**src/rtl/pipeline_stall_ctrl.sv**
```systemverilog
// pipeline_stall_ctrl
//
// Purpose:
//   Stall, flush and freeze controller for a 5-stage pipelined core. It takes
//   the load-use hazard flag, the EX-stage branch-taken flag and the MEM-stage
//   memory-busy flag, and drives the PC write enable, IF/ID write and flush,
//   ID/EX bubble insertion and the back-end freeze.
//   A memory-wait FSM (RUN / MEM_WAIT / TRAP) watches how long the memory
//   stays busy. If it stays busy for too long, a watchdog traps the core.
//   Only reset leaves the trap.
//
// Optional feature:
//   STALL_PERF_CNT_EN - when defined, enables the three performance counters.
//   When it is undefined, the counter ports are tied to zero and no counter
//   flops exist.
//
// Parameters:
//   MAX_MEM_WAIT - longest legal run of consecutive mem_busy cycles (1..255)
//   CNT_W        - width of the performance counters
//
// Ports:
//   clk             in   core clock; all state changes on the rising edge
//   rst             in   synchronous active-high reset
//   hazard_detected in   load-use hazard (ID vs EX)
//   branch_taken    in   branch/jump resolved taken in EX
//   mem_busy        in   data memory not ready
//   pc_write        out  PC register write enable
//   if_id_write     out  IF/ID register write enable
//   if_id_flush     out  load a NOP into IF/ID
//   id_ex_bubble    out  zero the control bits entering ID/EX
//   pipe_freeze     out  hold ID/EX, EX/MEM and MEM/WB
//   mem_timeout     out  watchdog trap flag (held until reset)
//   ctrl_state      out  registered FSM state: 0 RUN, 1 MEM_WAIT, 2 TRAP
//   load_use_cnt    out  load-use stall cycles
//   flush_cnt       out  branch flush cycles
//   mem_wait_cnt    out  memory freeze cycles outside TRAP
module pipeline_stall_ctrl #(
    parameter int unsigned MAX_MEM_WAIT = 15,
    parameter int unsigned CNT_W        = 32
) (
    input  logic             clk,
    input  logic             rst,
    input  logic             hazard_detected,
    input  logic             branch_taken,
    input  logic             mem_busy,
    output logic             pc_write,
    output logic             if_id_write,
    output logic             if_id_flush,
    output logic             id_ex_bubble,
    output logic             pipe_freeze,
    output logic             mem_timeout,
    output logic [1:0]       ctrl_state,
    output logic [CNT_W-1:0] load_use_cnt,
    output logic [CNT_W-1:0] flush_cnt,
    output logic [CNT_W-1:0] mem_wait_cnt
);

    typedef enum logic [1:0] {
        ST_RUN      = 2'd0,
        ST_MEM_WAIT = 2'd1,
        ST_TRAP     = 2'd2
    } state_t;

    localparam logic [7:0] MAX_WAIT = 8'(MAX_MEM_WAIT);

    state_t     state;
    logic [7:0] wait_cnt;   // consecutive busy cycles seen so far

    assign ctrl_state = state;

    // Output decode. RUN and a released MEM_WAIT share the same priority
    // decode. A busy memory always wins, because the MEM stage cannot retire.
    always_comb begin
        pc_write     = 1'b1;
        if_id_write  = 1'b1;
        if_id_flush  = 1'b0;
        id_ex_bubble = 1'b0;
        pipe_freeze  = 1'b0;
        mem_timeout  = 1'b0;
        if (rst) begin
            pc_write     = 1'b0;
            if_id_write  = 1'b0;
            if_id_flush  = 1'b1;
            id_ex_bubble = 1'b1;
        end else if (state != ST_RUN && state != ST_MEM_WAIT) begin
            pc_write    = 1'b0;
            if_id_write = 1'b0;
            pipe_freeze = 1'b1;
            mem_timeout = 1'b1;
        end else if (mem_busy) begin
            pc_write    = 1'b0;
            if_id_write = 1'b0;
            pipe_freeze = 1'b1;
        end else if (branch_taken) begin
            // The instruction in IF/ID is wrong-path, so any hazard it raises is moot.
            if_id_flush  = 1'b1;
            id_ex_bubble = 1'b1;
        end else if (hazard_detected) begin
            pc_write     = 1'b0;
            if_id_write  = 1'b0;
            id_ex_bubble = 1'b1;
        end
    end

    always_ff @(posedge clk) begin
        if (rst) begin
            state    <= ST_RUN;
            wait_cnt <= 8'd0;
        end else begin
            case (state)
                ST_RUN: begin
                    if (mem_busy) begin
                        state    <= ST_MEM_WAIT;
                        wait_cnt <= 8'd1;
                    end
                end
                ST_MEM_WAIT: begin
                    if (mem_busy) begin
                        // Reaching the limit while still busy means this is
                        // the (MAX+1)-th consecutive busy cycle.
                        if (wait_cnt == MAX_WAIT) begin
                            state <= ST_TRAP;
                        end else begin
                            wait_cnt <= wait_cnt + 8'd1;
                        end
                    end else begin
                        state    <= ST_RUN;
                        wait_cnt <= 8'd0;
                    end
                end
                ST_TRAP: begin
                    state <= ST_TRAP;
                end
                default: begin
                    state    <= ST_RUN;
                    wait_cnt <= 8'd0;
                end
            endcase
        end
    end

`ifdef STALL_PERF_CNT_EN
    logic             active;
    logic             lu_evt;
    logic             fl_evt;
    logic             mw_evt;
    logic [CNT_W-1:0] load_use_q;
    logic [CNT_W-1:0] flush_q;
    logic [CNT_W-1:0] mem_wait_q;

    // These events match the decode above. They are re-derived from the inputs
    // so that they do not depend on the reset override of the outputs.
    assign active = (state == ST_RUN) || (state == ST_MEM_WAIT);
    assign mw_evt = active && mem_busy;
    assign fl_evt = active && !mem_busy && branch_taken;
    assign lu_evt = active && !mem_busy && !branch_taken && hazard_detected;

    always_ff @(posedge clk) begin
        if (rst) begin
            load_use_q <= '0;
            flush_q    <= '0;
            mem_wait_q <= '0;
        end else begin
            if (lu_evt) load_use_q <= load_use_q + CNT_W'(1);
            if (fl_evt) flush_q    <= flush_q + CNT_W'(1);
            if (mw_evt) mem_wait_q <= mem_wait_q + CNT_W'(1);
        end
    end

    assign load_use_cnt = load_use_q;
    assign flush_cnt    = flush_q;
    assign mem_wait_cnt = mem_wait_q;
`else
    assign load_use_cnt = '0;
    assign flush_cnt    = '0;
    assign mem_wait_cnt = '0;
`endif

endmodule

```
**config.mk**
```make
export PLATFORM = sky130hd
export DESIGN_NAME = pipeline_stall_ctrl
export DESIGN_NICKNAME = d
export VERILOG_FILES = /design/src/rtl/pipeline_stall_ctrl.sv
export SDC_FILE = /design/constraint.sdc
export NUM_CORES = 1
export LEC_CHECK = 0
export ABC_AREA = 1
export CORE_ASPECT_RATIO = 1.75
export CORE_MARGIN = 2
export CORE_UTILIZATION = 30
export CTS_CLUSTER_DIAMETER = 200
export CTS_CLUSTER_SIZE = 16
export DETAILED_ROUTE_END_ITERATION = 7
export PLACE_DENSITY = 0.81
export RECOVER_POWER = 25
export REMOVE_ABC_BUFFERS = 1
export SLEW_MARGIN = 20
export SYNTH_ARGS = -nofsm -noshare
export SYNTH_HDL_FRONTEND = slang
export SYNTH_SLANG_ARGS = --single-unit
```
**constraint.sdc**
```tcl
create_clock -name clk -period 3.35 [get_ports clk]
set_input_delay 0.5025 -clock clk [delete_from_list [all_inputs] [get_ports clk]]
set_output_delay 0.5025 -clock clk [all_outputs]
set_load 0.02 [all_outputs]
```
==> summary.txt <==
Timing
  – Fmax: 381.7 MHz
  – Final Skew: 0.0005392 ns
  – # setup viols final: 0
  – Final Hold Fails: 0
  – Sum of negative setup slack: 0 ns
  – RSZ-0062 raised after global routing: no
  – Fin crit share: 78.21%
  – Fin. max-slew vios: 0
  – Post-route minimum period: 2.620 ns

Status
  – Status: finished, final reports clean

Power and ir drop
  – Static Leak: 0.6409 nW
  – Worst VDD drop: 0.1939 mV
  – Total power: 389.5 µW
  – Pwr dens: 316.6 mW/mm²

Clocking
  – Post-CTS Setup Bufs: 0
  – CTS tree: done
  – Sink Count: 10
  – Clk Tree Root Cell: clkbuf_8
  – Clk_lat worst skew: 0.25 ns
  – CTS resizes: 0
  – H-tree Lvls: 1
  – # hold bufs at CTS: 0
  – Max Root-Sink Buffers: 2
  – CTS buffer count: 3
  – Clock transition at path regs: 0.05 ns

Layout
  – FILL cells: 467
  – Diode count: 0
  – Final nets: 222
  – Area of the multi-input gates: 737.0 µm²
  – Design area: 0.001230 mm²
  – Layout area overhead: -11.28%
  – Share of layout cells above drive strength 1: 6.075%
  – Flip-flop and latch area: 200.2 µm²

Placement
  – IO Port Bufs: 12
  – Gpl congestion: 0.8524
  – Post-DP HPWL: 1.623 mm
  – Placement Cell Area: 0.001202 mm²

Global routing
  – Global route total overflow: 0
  – First-pass GRT wire length: 3.049 mm
  – Largest net degree at the start of global routing: 11
  – Initial antenna violation count: 0
  – Met3 Track Usage GR: 1.240%
  – Vias in the first global route: 768
  – Tot GR Track Use: 7.747%
  – Grt met2 use: 14.38%
  – Grt met1 use: 6.114%
  – GR peak layer: met2

Route
  – Iter 0 DRT Violations: 25
  – DRC Markers: 0
  – Routed wire length: 2.000 mm
  – Antenna viol nets, final: 0
  – Pre-antenna DRT Iters: 4
  – Vias: 977
  – DR vias/cell: 3.687
  – Drt wl/cell: 7.547 µm

Synth
  – Sequential fraction of the synthesis area: 14.44%
  – Most common flop cell mapped by yosys: dfxtp_1
  – Gate Count Post-Synth: 201
  – Number of synthesized flops with an enable pin: 0
  – Synthesized area: 0.001386 mm²
  – Syn_area_per_cell: 6.897 µm²
  – Async S/R FF share, synth: 0%
  – Post-synth cell types: 20
  – Synth warnings: 0
  – #FFs+latches synth: 10

Worst setup path
  – Setup slack, reg-to-reg: 1.75 ns
  – FF-to-FF End: wait_cnt[0]$_SDFFE_PP0P_
  – Reg-to-Reg Start: wait_cnt[0]$_SDFFE_PP0P_
  – Setup crit end: pc_write
  – CP startpoint kind: primary input
  – Critical Setup Path Class: in2out
  – Critical path origin: rst
  – CP required: 2.85 ns
  – Critical-path maximum fanout: 6
  – Reg2reg path depth: 7
  – Worst setup EP type: primary output
  – CP arrival: 2.12 ns

Run
  – Count of maximum capacitance violations: 0

Floorplanning
  – DIE HEIGHT: 93.93 µm
  – Core ar.: 0.004444 mm²
  – Count of boundary I/O pins: 109
  – Starting Density: 31.19%
  – FP Rows: 32
  – Die footprint: 0.005202 mm²
  – Die X: 55.39 µm

Hold path
  – HP Class: reg2reg
## final cells by class
type	instances	share of cell area (%)
multi-input cells	172	59.92
clock buffers	3	3.357
inverters	15	4.578
flip-flops and latches	10	16.28
well taps	51	5.188
repair buffers	14	10.68
## synth_stat cells, types with 2 or more instances
| cell | number | area, µm² |
|---|---|---|
| dfxtp_1 | 10 | 200.2 |
| nor2_1 | 18 | 67.56 |
| a21oi_2 | 6 | 52.55 |
| nand2_1 | 26 | 97.59 |
| a211oi_1 | 2 | 15.01 |
| nand3_1 | 6 | 30.03 |
| buf_4 | 98 | 735.7 |
| nand4_1 | 4 | 25.02 |
| inv_1 | 15 | 56.30 |
| o21ai_0 | 2 | 10.01 |
| a21oi_1 | 4 | 20.02 |
| nand2_2 | 2 | 12.51 |
## registers in the layout, summed over array words and instances (netlist names)
register,flops
ctrl_state,2
wait_cnt,8
## layout by cell type (no fill, tap or decap), drive strengths merged
cell and count:
nand3 7, a211oi 2, clkbuf 4, nand4 4
inv 15, nor2 19, a21oi 10, o21ai 2
nand2 29, o22ai 1, dfxtp 10, buf 1
dlygate4sd3 1, conb 96, nor3 1, ha 1
clkdlybuf4s50 11
## metrics by stage
step	worst slack, ns	std cells	hold WS (ns)	utilization, %
2_1_floorplan	1.235	197	0.4753	-
5_1_grt	0.6327	265	0.5290	27.67
3_5_place_dp	0.8231	262	0.4933	27.06
3_3_place_gp	0.8660	262	0.4943	27.06
4_1_cts	0.8040	265	0.5073	27.98
6_report	0.7300	265	0.5077	27.67
## how the worst min path moves through the flow
| stage | from | end | slack, ns | depth (start not counted) |
|---|---|---|---|---|
| floorplan | wait_cnt[4]$_SDFFE_PP0P_ | wait_cnt[4]$_SDFFE_PP0P_ | 0.48 | 2 |
| global placement | wait_cnt[7]$_SDFFE_PP0P_ | wait_cnt[7]$_SDFFE_PP0P_ | 0.49 | 2 |
| detailed placement | ctrl_state[0]$_SDFFE_PP0P_ | ctrl_state[0]$_SDFFE_PP0P_ | 0.49 | 1 |
| CTS | ctrl_state[0]$_SDFFE_PP0P_ | ctrl_state[0]$_SDFFE_PP0P_ | 0.51 | 1 |
| global route | wait_cnt[7]$_SDFFE_PP0P_ | wait_cnt[7]$_SDFFE_PP0P_ | 0.53 | 2 |
| finish | wait_cnt[4]$_SDFFE_PP0P_ | wait_cnt[4]$_SDFFE_PP0P_ | 0.51 | 2 |
## worst max-delay path, stage by stage
cell,delay [ns]
dlygate4sd3_1,0.64
a211oi_1,0.31
clkdlybuf4s50_1,0.66
## routing by layer
layer / share of wire [%] / vias to the layer above
li1: - / 455
met1: 29 / 409
met2: 50 / 108
met3: 17 / 5
met4: 4.0 / 0
met5: 0 / -
## power breakdown
| part | switching [mW] | internal, mW |
|---|---|---|
| Sequential | 0.00264 | 0.121 |
| Clock | 0.0512 | 0.0790 |
| Combinational | 0.119 | 0.0166 |
## cell families after synthesis
family	Yosys count	synth area share, %
other	1	0.2705
buffers and inverters	114	57.40
AND/OR/NAND/NOR	60	19.49
adder cells (fa/ha/maj)	1	0.9024
flip-flops	10	14.44
AO/OA/AOI/OAI	15	7.491
No activity file was read; power rests on OpenSTA's default activity.
